--- config.mk ---
export PLATFORM = sky130hd
export DESIGN_NAME = load_store_unit
export DESIGN_NICKNAME = d
export VERILOG_FILES = /design/src/rtl/load_store_unit_pkg.sv /design/src/rtl/load_store_unit_byte_lane_aligner.sv /design/src/rtl/load_store_unit.sv
export SDC_FILE = /design/constraint.sdc
export NUM_CORES = 1
export LEC_CHECK = 0
export ABC_AREA = 1
export CORE_ASPECT_RATIO = 1.25
export CORE_MARGIN = 2
export CORE_UTILIZATION = 53
export CTS_CLUSTER_DIAMETER = 50
export DETAILED_ROUTE_END_ITERATION = 12
export PLACE_DENSITY = 0.91
export SLEW_MARGIN = 10
export SYNTH_ARGS = -nofsm -noshare
export SYNTH_HDL_FRONTEND = slang
export SYNTH_HIERARCHICAL = 1
export SYNTH_SLANG_ARGS = --single-unit
--- constraint.sdc ---
create_clock -name clock -period 6.4 [get_ports clock]
set_clock_uncertainty 0.2 [all_clocks]
set_input_delay 0.64 -clock clock [delete_from_list [all_inputs] [get_ports clock]]
set_output_delay 0.64 -clock clock [all_outputs]
set_load 0.005 [all_outputs]
--- src/rtl/load_store_unit_pkg.sv ---
// Shared definitions for the load/store unit: RV32I funct3 codes, FSM states
// and helpers that decode access size, alignment and legality.
package load_store_unit_pkg;

  localparam logic [2:0] LB  = 3'b000;
  localparam logic [2:0] LH  = 3'b001;
  localparam logic [2:0] LW  = 3'b010;
  localparam logic [2:0] LBU = 3'b100;
  localparam logic [2:0] LHU = 3'b101;
  localparam logic [2:0] SB  = 3'b000;
  localparam logic [2:0] SH  = 3'b001;
  localparam logic [2:0] SW  = 3'b010;

  typedef enum logic [1:0] {
    IDLE,
    ACCESS,
    RESPOND
  } lsu_state_e;

  // Bytes touched by an access; illegal encodings report 4 and are rejected elsewhere.
  function automatic logic [2:0] access_size(input logic [2:0] funct3);
    case (funct3[1:0])
      2'b00:   return 3'd1;
      2'b01:   return 3'd2;
      default: return 3'd4;
    endcase
  endfunction

  function automatic logic is_misaligned(input logic [2:0] funct3, input logic [1:0] addr_lo);
    case (access_size(funct3))
      3'd1:    return 1'b0;
      3'd2:    return addr_lo[0];
      default: return |addr_lo;
    endcase
  endfunction

  function automatic logic is_illegal(input logic write, input logic [2:0] funct3);
    if (write) return !((funct3 == SB) || (funct3 == SH) || (funct3 == SW));
    return (funct3 == 3'b011) || (funct3[2:1] == 2'b11);
  endfunction

endpackage

--- src/rtl/load_store_unit_byte_lane_aligner.sv ---
// Combinational lane steering: places store bytes on the beat lanes with
// matching byte enables, and extracts/extends load data from the read buffer.
module byte_lane_aligner
  import load_store_unit_pkg::*;
#(
  parameter int BUS_DATA_WIDTH = 32
) (
  input  logic [2:0]                  funct3,
  input  logic [1:0]                  byte_offset,
  input  logic [1:0]                  beat,
  input  logic [31:0]                 store_data,
  input  logic [31:0]                 read_buffer,
  output logic [BUS_DATA_WIDTH/8-1:0] byte_enable,
  output logic [BUS_DATA_WIDTH-1:0]   write_data,
  output logic [31:0]                 load_data
);

  localparam int BUS_BYTES = BUS_DATA_WIDTH / 8;

  logic [1:0]  lane;
  logic [3:0]  enable_word;
  logic [31:0] shifted_store;
  logic [31:0] masked_store;
  logic [31:0] extracted;

  // Enables/data are first built across the whole 32-bit access, then the window for this beat is selected.
  always_comb begin
    lane          = byte_offset & 2'(BUS_BYTES - 1);
    enable_word   = 4'((5'd1 << access_size(funct3)) - 5'd1) << lane;
    shifted_store = store_data << {lane, 3'b000};
    masked_store  = '0;
    for (int unsigned i = 0; i < 4; i++) begin
      masked_store[i*8 +: 8] = enable_word[i] ? shifted_store[i*8 +: 8] : 8'h00;
    end
    byte_enable = BUS_BYTES'(enable_word >> ({2'b00, beat} * 4'(BUS_BYTES)));
    write_data  = BUS_DATA_WIDTH'(masked_store >> ({5'b00000, beat} * 7'(BUS_DATA_WIDTH)));
  end

  // Load extraction from the lane the access started in, then sign/zero extension.
  always_comb begin
    extracted = read_buffer >> {lane, 3'b000};
    case (funct3)
      LB:      load_data = {{24{extracted[7]}}, extracted[7:0]};
      LH:      load_data = {{16{extracted[15]}}, extracted[15:0]};
      LW:      load_data = extracted;
      LBU:     load_data = {24'h000000, extracted[7:0]};
      LHU:     load_data = {16'h0000, extracted[15:0]};
      default: load_data = '0;
    endcase
  end

endmodule

--- src/rtl/load_store_unit.sv ---
// Data-side memory interface: accepts one RV32I load/store, splits it into
// little-endian beats on a narrow valid/ready bus and returns extended data.
module load_store_unit
  import load_store_unit_pkg::*;
#(
  parameter int BUS_ADDRESS_WIDTH = 32,
  parameter int BUS_DATA_WIDTH    = 32
) (
  input  logic                         clock,
  input  logic                         reset,
  input  logic                         request_valid,
  output logic                         request_ready,
  input  logic                         request_write,
  input  logic [2:0]                   request_funct3,
  input  logic [31:0]                  request_address,
  input  logic [31:0]                  request_write_data,
  output logic                         response_valid,
  output logic [31:0]                  response_read_data,
  output logic                         response_error,
  output logic                         bus_valid,
  input  logic                         bus_ready,
  output logic                         bus_write,
  output logic [BUS_ADDRESS_WIDTH-1:0] bus_address,
  output logic [BUS_DATA_WIDTH/8-1:0]  bus_byte_enable,
  output logic [BUS_DATA_WIDTH-1:0]    bus_write_data,
  input  logic [BUS_DATA_WIDTH-1:0]    bus_read_data
);

  localparam int BUS_BYTES = BUS_DATA_WIDTH / 8;
  localparam logic [31:0] LANE_ONES = {32{1'b1}} >> (32 - BUS_DATA_WIDTH);

  if (!(BUS_DATA_WIDTH == 8 || BUS_DATA_WIDTH == 16 || BUS_DATA_WIDTH == 32)) begin : g_bad_data_width
    $error("load_store_unit: BUS_DATA_WIDTH must be 8, 16 or 32");
  end
  if (BUS_ADDRESS_WIDTH < 2 || BUS_ADDRESS_WIDTH > 32) begin : g_bad_address_width
    $error("load_store_unit: BUS_ADDRESS_WIDTH must be in 2..32");
  end

  lsu_state_e                   state_q, state_d;
  logic [1:0]                   beat_q, beat_d;
  logic                         write_q, write_d;
  logic [2:0]                   funct3_q, funct3_d;
  logic [BUS_ADDRESS_WIDTH-1:0] address_q, address_d;
  logic [31:0]                  wdata_q, wdata_d;
  logic                         error_q, error_d;
  logic [31:0]                  buffer_q, buffer_d;

  logic [2:0]                   beat_count;
  logic                         last_beat;
  logic [6:0]                   buffer_shift;
  logic [BUS_BYTES-1:0]         lane_enable;
  logic [BUS_DATA_WIDTH-1:0]    lane_data;
  logic [31:0]                  load_data;

  byte_lane_aligner #(
    .BUS_DATA_WIDTH(BUS_DATA_WIDTH)
  ) u_aligner (
    .funct3     (funct3_q),
    .byte_offset(address_q[1:0]),
    .beat       (beat_q),
    .store_data (wdata_q),
    .read_buffer(buffer_q),
    .byte_enable(lane_enable),
    .write_data (lane_data),
    .load_data  (load_data)
  );

  // Beat bookkeeping: accesses narrower than the bus still take one beat.
  always_comb begin
    beat_count   = (access_size(funct3_q) > 3'(BUS_BYTES)) ? access_size(funct3_q) / 3'(BUS_BYTES) : 3'd1;
    last_beat    = ({1'b0, beat_q} + 3'd1) == beat_count;
    buffer_shift = {5'b00000, beat_q} * 7'(BUS_DATA_WIDTH);
  end

  // Next-state logic: capture on acceptance, collect beats, pulse the response.
  always_comb begin
    state_d   = state_q;
    beat_d    = beat_q;
    write_d   = write_q;
    funct3_d  = funct3_q;
    address_d = address_q;
    wdata_d   = wdata_q;
    error_d   = error_q;
    buffer_d  = buffer_q;
    case (state_q)
      IDLE: begin
        if (request_valid) begin
          write_d   = request_write;
          funct3_d  = request_funct3;
          address_d = request_address[BUS_ADDRESS_WIDTH-1:0];
          wdata_d   = request_write_data;
          error_d   = is_illegal(request_write, request_funct3) ||
                      is_misaligned(request_funct3, request_address[1:0]);
          buffer_d  = '0;
          beat_d    = '0;
          state_d   = error_d ? RESPOND : ACCESS;
        end
      end
      ACCESS: begin
        if (bus_ready) begin
          buffer_d = (buffer_q & ~(LANE_ONES << buffer_shift)) | (32'(bus_read_data) << buffer_shift);
          if (last_beat) begin
            beat_d  = '0;
            state_d = RESPOND;
          end else begin
            beat_d = beat_q + 2'd1;
          end
        end
      end
      RESPOND: state_d = IDLE;
      default: state_d = IDLE;
    endcase
  end

  // Outputs decode from registered state only, so they are stable within a stalled beat.
  always_comb begin
    request_ready      = (state_q == IDLE);
    bus_valid          = (state_q == ACCESS);
    response_valid     = (state_q == RESPOND);
    bus_write          = bus_valid && write_q;
    bus_address        = bus_valid ? (address_q & ~BUS_ADDRESS_WIDTH'(BUS_BYTES - 1)) +
                                     BUS_ADDRESS_WIDTH'(beat_q) * BUS_ADDRESS_WIDTH'(BUS_BYTES) : '0;
    bus_byte_enable    = bus_valid ? lane_enable : '0;
    bus_write_data     = bus_write ? lane_data : '0;
    response_error     = response_valid && error_q;
    response_read_data = (response_valid && !write_q && !error_q) ? load_data : '0;
  end

  // State and captured request registers.
  always_ff @(posedge clock or posedge reset) begin
    if (reset) begin
      state_q   <= IDLE;
      beat_q    <= '0;
      write_q   <= 1'b0;
      funct3_q  <= '0;
      address_q <= '0;
      wdata_q   <= '0;
      error_q   <= 1'b0;
      buffer_q  <= '0;
    end else begin
      state_q   <= state_d;
      beat_q    <= beat_d;
      write_q   <= write_d;
      funct3_q  <= funct3_d;
      address_q <= address_d;
      wdata_q   <= wdata_d;
      error_q   <= error_d;
      buffer_q  <= buffer_d;
    end
  end

endmodule

==> results.cfg <==
[outcome]
status = finished, final reports clean

[synthesis]
ys.flop_type = dfrtp_1
synth_edf_count = 0
yosys.area.top_type = dfrtp_1
synthTopCellsByArea = dfrtp_1, nand2_1, nor2_1, inv_1, nand3_1
syn_inst = 1197
syn_avg_cell_area_um2 = 6.15
synthTopCellsByCount = nand2_1, nor2_1, inv_1
ys_seq_area_share_pct = 35.7
synth_top_area_share_pct = 35.7
async_flop_share_pct = 100
ys_warn_count = 6
yosysMostFrequentCell = nand2_1
ys_types = 35
syn_area_um2 = 7360
synth-seq-cells = 105

[setup_path]
cp_slowest_cell = dfrtp_2
timing.rr.end = error_q
startpoint_type = flip-flop
worst_ep_arrival_time_ns = 3.57
max_stage_delay_ns = 1.05
path_cells = inv_2 -> o211ai_2 -> nand3_2 -> nor2_1 -> inv_1 -> nor2_1 -> clkdlybuf4s50_1
cp.required_ns = 5.56
cp_num_buf_inv = 3
path_common_cell = nor2_1
critPathMaxFanout = 67
cp-end-kind = primary output
regToRegSetupSlack_ns = 4.04
r2r_start = state_q[0]
crit_family = buffers and inverters
critical_path_class = flip-flop to primary output
ff2ff_path_depth = 6

[sta]
tns_ns = 0
layout_min_cycle_time_ns = 4.41
setup-violations-final = 0
fmax_mhz = 227
slew_viol_final = 0
worst_pin_slew_ns = 1.18
hold_violations = 0
slew_headroom_pct = 20.7
rsz0062_at_grt = no
fin_crit_sh_pct = 68.8

[hold_path]
min_path_cells = 2
holdPathEnd = wdata_q[4]
hp-start = wdata_q[4]
hold_path_class = flip-flop to flip-flop

[clock_tree]
cts_buffers = 9
cts.repair.resized = 0
clk_latency_ns = 0.36
cts_tree = done
postCtsHoldBufs = 0
clk_path_buf_depth = 2
htree_levels = 3
cts_num_sinks = 105
post-cts-setup-buffers = 0
cts-root-buf = clkbuf_16
clkTransAtPathRegs_ns = 0.08

[floorplanning]
start_util_pct = 53.7
io_pins = 209
design.die.area_um2 = 14800
die_h_um = 136
core_area_um2 = 13700
num_rows = 48
die_w_um = 109

[cells_and_area]
fin_util_pct = 70.2
fill_cells = 1208
diodes = 0
final_nets = 1472
drive_above_1_share_pct = 3.66
syn_to_final_growth_pct = 30.6

[power]
p_leak_nw = 4.59
vdd_drop_max_uv = 193
power_density_nw_per_um2 = 375

[grt]
grt_pass1_vias = 7291
antenna_found_initial = 0
grt_start_max_net_pins = 86
grt_first_pass_wirelength_um = 36600
grt_usage_pct = 31.8
globalRouteOverflowTotal = 0

[detailed_routing]
drt_wl_total_um = 23000
routedWlPerCell_um = 15.0
drc = 0
drtAntennaViolNets = 0
drt-vias-per-instance = 5.12
num_vias = 7886
dr.pass1.iters = 5
dr.first_iter.drc_count = 659

[place]
dpl.hpwl_um = 17100
port_buffers = 206
gp_congestion = 0.947

[flow_run]
drv_cap = 0
-- registers in the layout (all words and copies together) (netlist names) --
name	count
address_q	32
buffer_q	32
wdata_q	32
funct3_q	3
beat_q	2
state_q	2
error_q	1
write_q	1
-- placed cells by master (no fill, tap or decap), types with 3 or more instances in the layout --
master	n
nand3_2	3
buf_4	3
nand3_1	76
nand2_1	440
a21oi_1	12
ha_1	6
inv_2	5
a21oi_2	3
inv_6	3
nand2_2	3
inv_1	164
nor3_1	8
o21ai_0	73
clkdlybuf4s50_1	206
nand2_4	3
clkbuf_16	9
nor2_2	4
nor2_1	195
o21ai_1	19
nor2_4	3
dfrtp_1	104
-- logic make-up (layout without fill, tap and decap cells) --
kind of cell    count (synthesis)  count (layout)  synth area share, %
simple gates                  741             741                 40.9
buf+inv                       228             396                 13.6
compound gates                113             113                 8.22
flops                         105             105                 35.7
fa+ha+maj                       7               7                 1.29
xor+xnor                        2               2                0.238
other cells                     1               2               0.0510
-- worst register-to-register path, delay by kind of cell, from the launching register on --
family                 cells  cell delay (ns)
buffers and inverters      2             0.77
AND/OR/NAND/NOR            3             0.68
flip-flops                 1             0.46
AO/OA/AOI/OAI              1             0.14
-- routing by layer --
metal	track usage, %	wire (um)	vias up
li1	-	-	3937
met1	40.4	9130	3521
met4	13.4	856	0
met3	5.24	1760	54
met5	0	0	-
met2	53.4	11300	374
-- per-stage QoR --
stage / worst slack [ns] / total power (W) / std cells / hold slack (ns) / cell area, um^2
4_1_cts: 2.05 / 0.00359 / 1541 / 0.288 / 9610
2_1_floorplan: 2.80 / 0.00251 / 1198 / 0.249 / 7360
5_1_grt: 1.66 / 0.00391 / 1541 / 0.304 / 9610
3_3_place_gp: 2.52 / 0.00297 / 1525 / 0.262 / 9310
3_5_place_dp: 2.44 / 0.00301 / 1525 / 0.265 / 9310
6_report: 1.99 / 0.00360 / 1541 / 0.289 / 9610
-- how the worst max path moves through the flow --
stage	end	cells after the start	startpoint	slack (ns)
after floorplan	address_q[0]	1	reset	2.80
after CTS	response_read_data[9]	8	address_q[0]	2.05
after detailed placement	response_read_data[9]	8	address_q[0]	2.44
after global routing	bus_write_data[29]	7	address_q[0]	1.66
final	bus_write_data[29]	7	address_q[0]	1.99
after global placement	bus_write_data[29]	7	address_q[0]	2.52
-- area by class of cell --
type	count	area (um^2)	area share, %
multi-input cells	865	3730	38.9
flip-flops and latches	105	2630	27.4
repair buffers	209	2080	21.7
inverters	171	647	6.73
clock buffers	9	225	2.34
well taps	175	219	2.28
clock inverters	7	71.3	0.742
-- power by group --
group,internal (W),switching [W]
Sequential,0.000924,0.000317
Clock,0.000276,0.000284
Combinational,0.000651,0.00115
Power figures use the tool's default switching activity.
